<file path="src/rtl/mem_lsu.sv">
// MEM-stage load/store unit.
// Takes the effective address and store data from EX/MEM and issues one
// request/acknowledge access at a time on the data-memory port. It returns
// sign/zero-extended load data toward MEM/WB and stalls the front of the
// pipeline while an access is in flight. Misaligned accesses are dropped
// with a one-cycle flag. Accesses that see no acknowledge are aborted after
// TIMEOUT cycles with a one-cycle bus error.
module mem_lsu #(
    parameter int unsigned TIMEOUT = 16
) (
    input  logic        i_clk,
    input  logic        i_rst,
    input  logic        i_valid,
    input  logic        i_mem_rd,
    input  logic        i_mem_wr,
    input  logic [2:0]  i_funct3,
    input  logic [31:0] i_alu_data,
    input  logic [31:0] i_st_data,
    output logic        o_dmem_req,
    output logic        o_dmem_we,
    output logic [31:0] o_dmem_addr,
    output logic [31:0] o_dmem_wdata,
    output logic [3:0]  o_dmem_be,
    input  logic        i_dmem_ack,
    input  logic [31:0] i_dmem_rdata,
    output logic [31:0] o_ld_data,
    output logic        o_ld_valid,
    output logic        o_stall,
    output logic        o_misaligned,
    output logic        o_bus_err
);

    typedef enum logic [1:0] {
        ST_IDLE = 2'd0,
        ST_BUSY = 2'd1,
        ST_DONE = 2'd2,
        ST_ERR  = 2'd3
    } state_t;

    // Last counter value still allowed in BUSY before the abort.
    localparam logic [7:0] CNT_LAST = 8'(TIMEOUT - 1);

    state_t      state_r;
    state_t      state_s;
    logic [7:0]  cnt_r;
    logic [31:0] addr_r;
    logic [31:0] wdata_r;
    logic [3:0]  be_r;
    logic        we_r;
    logic        is_ld_r;
    logic [2:0]  funct3_r;
    logic [1:0]  off_r;
    logic [31:0] ld_data_r;

    logic        f3_ok_s;
    logic        mis_addr_s;
    logic        launch_req_s;
    logic        misal_s;
    logic        launch_s;
    logic [3:0]  be_s;
    logic [31:0] wdata_s;

    // Pick the addressed byte/half out of the returned word and extend it.
    function automatic logic [31:0] extend_load(input logic [2:0]  f3,
                                                input logic [1:0]  off,
                                                input logic [31:0] word);
        logic [7:0]  b;
        logic [15:0] h;
        b = word[{off, 3'b000} +: 8];
        h = off[1] ? word[31:16] : word[15:0];
        case (f3)
            3'b000:  extend_load = {{24{b[7]}}, b};
            3'b001:  extend_load = {{16{h[15]}}, h};
            3'b010:  extend_load = word;
            3'b100:  extend_load = {24'h000000, b};
            3'b101:  extend_load = {16'h0000, h};
            default: extend_load = 32'h0000_0000;
        endcase
    endfunction

    // Decode the EX/MEM instruction: legality, alignment, lanes and enables.
    always_comb begin
        f3_ok_s    = 1'b0;
        mis_addr_s = 1'b0;
        be_s       = 4'b0000;
        wdata_s    = 32'h0000_0000;

        if (i_mem_rd) begin
            case (i_funct3)
                3'b000, 3'b001, 3'b010, 3'b100, 3'b101: f3_ok_s = 1'b1;
                default:                                f3_ok_s = 1'b0;
            endcase
        end else begin
            case (i_funct3)
                3'b000, 3'b001, 3'b010: f3_ok_s = 1'b1;
                default:                f3_ok_s = 1'b0;
            endcase
        end

        case (i_funct3[1:0])
            2'b01:   mis_addr_s = i_alu_data[0];
            2'b10:   mis_addr_s = |i_alu_data[1:0];
            default: mis_addr_s = 1'b0;
        endcase

        if (i_mem_rd) begin
            be_s    = 4'b1111;
            wdata_s = 32'h0000_0000;
        end else begin
            case (i_funct3[1:0])
                2'b00: begin
                    be_s    = 4'b0001 << i_alu_data[1:0];
                    wdata_s = {4{i_st_data[7:0]}};
                end
                2'b01: begin
                    be_s    = i_alu_data[1] ? 4'b1100 : 4'b0011;
                    wdata_s = {2{i_st_data[15:0]}};
                end
                2'b10: begin
                    be_s    = 4'b1111;
                    wdata_s = i_st_data;
                end
                default: begin
                    be_s    = 4'b0000;
                    wdata_s = 32'h0000_0000;
                end
            endcase
        end
    end

    // A launch needs exactly one of rd/wr and a supported size; reset blocks it.
    assign launch_req_s = ~i_rst & i_valid & (i_mem_rd ^ i_mem_wr) & f3_ok_s;
    assign misal_s      = launch_req_s & mis_addr_s;
    assign launch_s     = launch_req_s & ~mis_addr_s;

    // Next-state logic for the access sequencer.
    always_comb begin
        state_s = state_r;
        case (state_r)
            ST_IDLE: begin
                if (launch_s) begin
                    state_s = ST_BUSY;
                end else begin
                    state_s = ST_IDLE;
                end
            end
            ST_BUSY: begin
                if (i_dmem_ack) begin
                    state_s = ST_DONE;
                end else if (cnt_r == CNT_LAST) begin
                    state_s = ST_ERR;
                end else begin
                    state_s = ST_BUSY;
                end
            end
            ST_DONE: state_s = ST_IDLE;
            ST_ERR:  state_s = ST_IDLE;
            default: state_s = ST_IDLE;
        endcase
    end

    // Stall and misalignment react in the launch cycle, so they stay combinational.
    always_comb begin
        o_stall      = 1'b0;
        o_misaligned = 1'b0;
        case (state_r)
            ST_IDLE: begin
                o_stall      = launch_s;
                o_misaligned = misal_s;
            end
            ST_BUSY: begin
                o_stall      = 1'b1;
                o_misaligned = 1'b0;
            end
            default: begin
                o_stall      = 1'b0;
                o_misaligned = 1'b0;
            end
        endcase
    end

    // State, timeout counter, latched request fields and load result.
    always_ff @(posedge i_clk) begin
        if (i_rst) begin
            state_r   <= ST_IDLE;
            cnt_r     <= 8'd0;
            addr_r    <= 32'h0000_0000;
            wdata_r   <= 32'h0000_0000;
            be_r      <= 4'b0000;
            we_r      <= 1'b0;
            is_ld_r   <= 1'b0;
            funct3_r  <= 3'b000;
            off_r     <= 2'b00;
            ld_data_r <= 32'h0000_0000;
        end else begin
            state_r <= state_s;
            case (state_r)
                ST_IDLE: begin
                    cnt_r     <= 8'd0;
                    ld_data_r <= 32'h0000_0000;
                    if (launch_s) begin
                        addr_r   <= {i_alu_data[31:2], 2'b00};
                        wdata_r  <= wdata_s;
                        be_r     <= be_s;
                        we_r     <= i_mem_wr;
                        is_ld_r  <= i_mem_rd;
                        funct3_r <= i_funct3;
                        off_r    <= i_alu_data[1:0];
                    end
                end
                ST_BUSY: begin
                    cnt_r <= cnt_r + 8'd1;
                    if (i_dmem_ack) begin
                        ld_data_r <= is_ld_r ? extend_load(funct3_r, off_r, i_dmem_rdata)
                                             : 32'h0000_0000;
                    end
                end
                default: begin
                    cnt_r     <= 8'd0;
                    ld_data_r <= 32'h0000_0000;
                end
            endcase
        end
    end

    assign o_dmem_req   = (state_r == ST_BUSY);
    assign o_dmem_we    = we_r;
    assign o_dmem_addr  = addr_r;
    assign o_dmem_wdata = wdata_r;
    assign o_dmem_be    = be_r;
    assign o_ld_data    = ld_data_r;
    assign o_ld_valid   = ((state_r == ST_DONE) || (state_r == ST_ERR)) && is_ld_r;
    assign o_bus_err    = (state_r == ST_ERR);

endmodule

</file>
<file path="config.mk">
export PLATFORM = sky130hd
export DESIGN_NAME = mem_lsu
export DESIGN_NICKNAME = d
export VERILOG_FILES = /design/src/rtl/mem_lsu.sv
export SDC_FILE = /design/constraint.sdc
export NUM_CORES = 1
export LEC_CHECK = 0
export ABC_AREA = 1
export CORE_UTILIZATION = 42
export CTS_CLUSTER_DIAMETER = 50
export DETAILED_ROUTE_END_ITERATION = 7
export MAX_ROUTING_LAYER = met4
export PLACE_DENSITY = 0.76
export SYNTH_ARGS = -nofsm -noshare
export SYNTH_HDL_FRONTEND = slang
export SYNTH_SLANG_ARGS = --single-unit
</file>
<file path="constraint.sdc">
create_clock -name i_clk -period 1.6 [get_ports i_clk]
set_clock_uncertainty 0.2 [all_clocks]
set_input_delay 0.16 -clock i_clk [delete_from_list [all_inputs] [get_ports i_clk]]
set_output_delay 0.16 -clock i_clk [all_outputs]
set_load 0.02 [all_outputs]
</file>
# Yosys cells after proc, flatten, opt, wreduce, memory -nomap -nowiden
# Cells that the tools add are included.
# classes
add_sub_neg	1
n_eq_ne	14
shifts	2
muxes	18
bitwise	9
reduce_logical	12
# ops
op	count
case mux 32 bit (5 select lines)	1
case mux 32 bit (3 select lines)	1
two-way mux 32 bit	2
variable part select 32 x 6 -> 8 bit	1
two-way mux 16 bit	1
equality test 3 bit (second input constant)	4
case mux 4 bit (3 select lines)	1
adder 8 x 1 -> 8 bit (second input constant)	1
equality test 8 x 4 -> 1 bit (second input constant)	1
two-way mux 4 bit	2
equality test 2 bit (second input constant)	3
equality test 3 x 1 -> 1 bit (second input constant)	2
equality test 3 x 2 -> 1 bit (second input constant)	2
zero test 3 bit	2
case mux 2 bit (3 select lines)	1
OR reduction 2 bit	3
bitwise AND 1 bit	5
two-way mux 1 bit	5
OR reduction 5 bit	1
equality test 2 x 1 -> 1 bit (second input constant)	2
zero test 2 bit	2
two-way mux 2 bit	2
case mux 1 bit (2 select lines)	2
left shift 1 x 2 -> 4 bit (first input constant)	1
other kinds (6)	8
# word_totals
regBits	115
input_bits	105
output_inout_bits	106
elab_cells	66

# Longest topological paths before layout
# depth
depth_word	8
ltp_mapped	12
depth_no_buf	10

# Worst setup path after synthesis
# OpenSTA, ideal clock, no wires.
# synth_path
path_type	input to output
startpoint	in i_funct3[0]
endpoint	out o_misaligned
arrival_ns	1.475
required_ns	1.240
path_slack_ns	-0.235
cell_stages	8
n_path_buf	2
cell_sequence	inv_1 > ha_1 > buf_4 > inv_2 > nand2_1 > nand3_4 > buf_1 > nor3_1
# synth_between
elab_chain_len	7
word_cells_on_any_way	16
cone_classes	eq/ne: 6; mux: 5; bitwise: 2; reduce/logical: 3
# synth_lines
item	line	source
start: declaration	16	input logic [2:0] i_funct3,
equality test 3 x 1 -> 1 bit, or another cell as far along	89, 94	
OR reduction 5 bit / OR reduction 3 bit (equally long branches)	89, 94	
two-way mux 1 bit (on tied branches)	89, 94	
two-way mux 1 bit	88	if (i_mem_rd) begin
bitwise AND 1 bit	132	assign launch_req_s = ~i_rst & i_valid & (i_mem_rd ^ i_mem_wr) & f3_ok_s;
bitwise AND 1 bit (*)	133	assign misal_s = launch_req_s & mis_addr_s;
two-way mux 1 bit (*)	166	case (state_r)
end: declaration	29	output logic o_misaligned,
# Mark *: on every way between the ends. The rest lies on a longest branch, timed or not.

# Worst setup path in the final report
# layout_path
startpoint	reg state_r[1]
endpoint	out o_stall
# layout_between
elab_chain_len	2
word_cells_on_any_way	3
cone_classes	eq/ne: 1; mux: 1; reduce/logical: 1
# layout_lines
item	line	source
start: declaration	43	state_t state_r;
start signal: assignment	196	state_r <= state_s;
equality test 2 x 1 -> 1 bit / zero test 2 bit (equally long branches)	166	
case mux 1 bit (2 select lines) (*)	166	
end: declaration	28	output logic o_stall,
# Marked as above.

==> qor.yml <==
yosys:
  synth.distinct_cells: 31
  netlist_area_sq_mm: 0.00616
  ys_warn_count: 0
  syn_inst: 1043
  synth_seq_cells: 115
  ys_seq_area_frac: 0.374
  avgSynthCellArea_sq_um: 5.90
grt:
  gr-usage-all-layers: 0.271
  grt_pass1_wl_um: 30600
  grt.overflow.total: 0
  grt_max_degree: 50
  grt_pass1_vias: 6442
  antenna_found_initial: 0
die:
  start_util: 0.437
  dieWidth_um: 123
  rows: 43
  io_pins: 211
  die-height_um: 123
  die-area_sq_mm: 0.0151
  core_sq_mm: 0.0141
worst_hold_path:
  min_to: "funct3_r[1]$_SDFFE_PP0P_"
  worstHoldStart: "i_funct3[1]"
  hold_path_depth: 4
  hold_class: "in -> reg"
clock_tree:
  h-tree-depth: 4
  cts_buffer_depth: 2
  tritoncts: "built"
  worstSkewPairLatency_ns: 0.41
  postCtsHoldBufs: 0
  numClockSinks: 115
  cts-root-buf: "clkbuf_16"
  numCtsBuffers: 17
  clkSlewWorstSetupHoldPaths_ns: 0.06
sta:
  rsz0062_at_grt: "true"
  drv_slew: 0
  layout_setup_ws_ns: -0.175
  fmax_ghz: 0.563
  finalHoldViolCount: 0
  fin_crit_ns: 1.78
  setup_viol: 106
  holdWs_ns: 0.106
  fin_crit_sh: 1.11
worst_setup_path:
  reg2reg_to: "o_dmem_wdata[1]$_SDFFE_PP0P_"
  arrival_ns: 1.42
  rr_startpoint: "state_r[1]$_SDFF_PP0_"
  cp_max_fo: 4
  critPathLaunchType: "register"
  cp-end-kind: "output pin"
  critPathKind: "reg -> out"
  setup.worst_path.start: "state_r[1]$_SDFF_PP0_"
  crit_required_ns: 1.24
  rr_worst_depth: 10
  rrSetupSlack_ns: -0.14
finish:
  layout_common_cells: "nand2_1, inv_1, nor2_1, dfxtp_1, clkdlybuf4s50_1"
  syn_to_final_growth_pct: 62.8
  n_antenna_cell: 0
  fin_area_sq_mm: 0.0100
  nets: 1406
  drive_above_1_share: 0.162
  final_common_cell: "nand2_1"
place:
  portBuffers: 208
  place_congestion: 0.917
  dpl.hpwl_um: 13400
  placed_cell_area_sq_mm: 0.00875
routing:
  dr_total_vias: 7125
  wl_um: 20800
  postRouteAntennaNets: 0
  wl_per_cell_um: 14.0
  dr.pass1.iters: 5
  drt_iter0_markers: 573
  avgViaCountPerCell: 4.79
  drc: 0
status:
  status: "complete, but fails checks"
  failed_checks: "negative setup slack"
power_and_ir_drop:
  ir_drop_v: 0.000673
  p_leak_nw: 5.54
  p_per_area_mw_per_mm2: 860
flow_run:
  max_cap_viol_count: 0
==> cells by family after synthesis <==
group | count (synthesis) | synth area share
other cells | 1 | 0.000609
flops | 115 | 0.374
compound gates | 63 | 0.0567
fa+ha+maj | 5 | 0.0102
simple gates | 645 | 0.413
buf+inv | 214 | 0.146
==> repair_timing <==
action                                  in CTS  in global routing
gates cloned                                 6                  3
endpoints found under the setup margin     210                111
gates resized for setup                    159                114
setup buffers                               13                  4
pin swaps                                   11                 35
==> through the flow <==
stage               utilization  power (mW)  setup WS (ns)  cells  setup TNS (ns)
finish                    0.711        8.62         -0.175   1489           -8.63
global route              0.711        8.92         -0.233   1489          -17.27
CTS                       0.685        8.55         -0.215   1489          -11.63
detailed placement        0.621        4.32         -0.909   1439          -67.43
global placement          0.621        4.30         -0.850   1439          -64.74
floorplan                     -        3.69       -0.00687   1044          -0.206
==> power by group <==
group / internal [mW] / switching, mW
Sequential: 2.93 / 0.0384
Clock: 2.84 / 1.42
Combinational: 0.613 / 0.768
Total: 6.39 / 2.22
==> layout make-up <==
class	instances	area, sq um
Clock inverter	13	205
Timing Repair Buffer	284	2840
Tap cell	180	225
Clock buffer	19	453
Inverter	163	629
Sequential cell	115	2310
Multi-Input combinational cell	715	3370
Fill cell	1185	4070
==> registers in the layout (all words and copies together), names as in the netlist <==
name,count
is_ld_r,1
o_dmem_addr,30
o_dmem_we,1
off_r,2
state_r,2
cnt_r,8
funct3_r,3
o_dmem_wdata,32
o_ld_data,32
o_dmem_be,4
==> how the worst max path moves through the flow <==
stage,endpoint,depth (start not counted)
4_1_cts,o_misaligned,6
6_report,o_stall,6
2_1_floorplan,funct3_r[2]$_SDFFE_PP0P_,11
3_5_place_dp,o_misaligned,8
5_1_grt,o_stall,6
3_3_place_gp,o_misaligned,8
==> layer usage <==
layer	track usage	vias up	wire (um)
li1	-	3582	-
met1	0.329	3187	8560
met2	0.430	307	9930
met3	0.0600	49	1730
met4	0.120	0	596
met5	-	-	0
==> synth_stat cells, drive strengths merged <==
cell type / number / area [sq um]
o21a: 6 / 45.0
nand4: 2 / 18.8
inv: 163 / 612
nor4: 1 / 6.26
a21oi: 31 / 155
dfxtp: 115 / 2300
or2: 3 / 18.8
conb: 1 / 3.75
nor3: 7 / 35.0
nand3: 45 / 243
nand2: 446 / 1680
nor2: 140 / 536
ha: 5 / 62.6
clkbuf: 14 / 52.6
buf: 37 / 235
and2: 1 / 6.26
o2111ai: 1 / 15.0
o21ai: 21 / 105
o211ai: 3 / 22.5
o22ai: 1 / 6.26
==> critical path, stage by stage, from the launching register on <==
cell	delay, ns
dfxtp_4	0.36
nor2_2	0.12
nand2_2	0.09
nor2_4	0.11
nand4_4	0.12
nand2_4	0.10
buf_6	0.11
No activity file was read; power rests on OpenSTA's default activity.
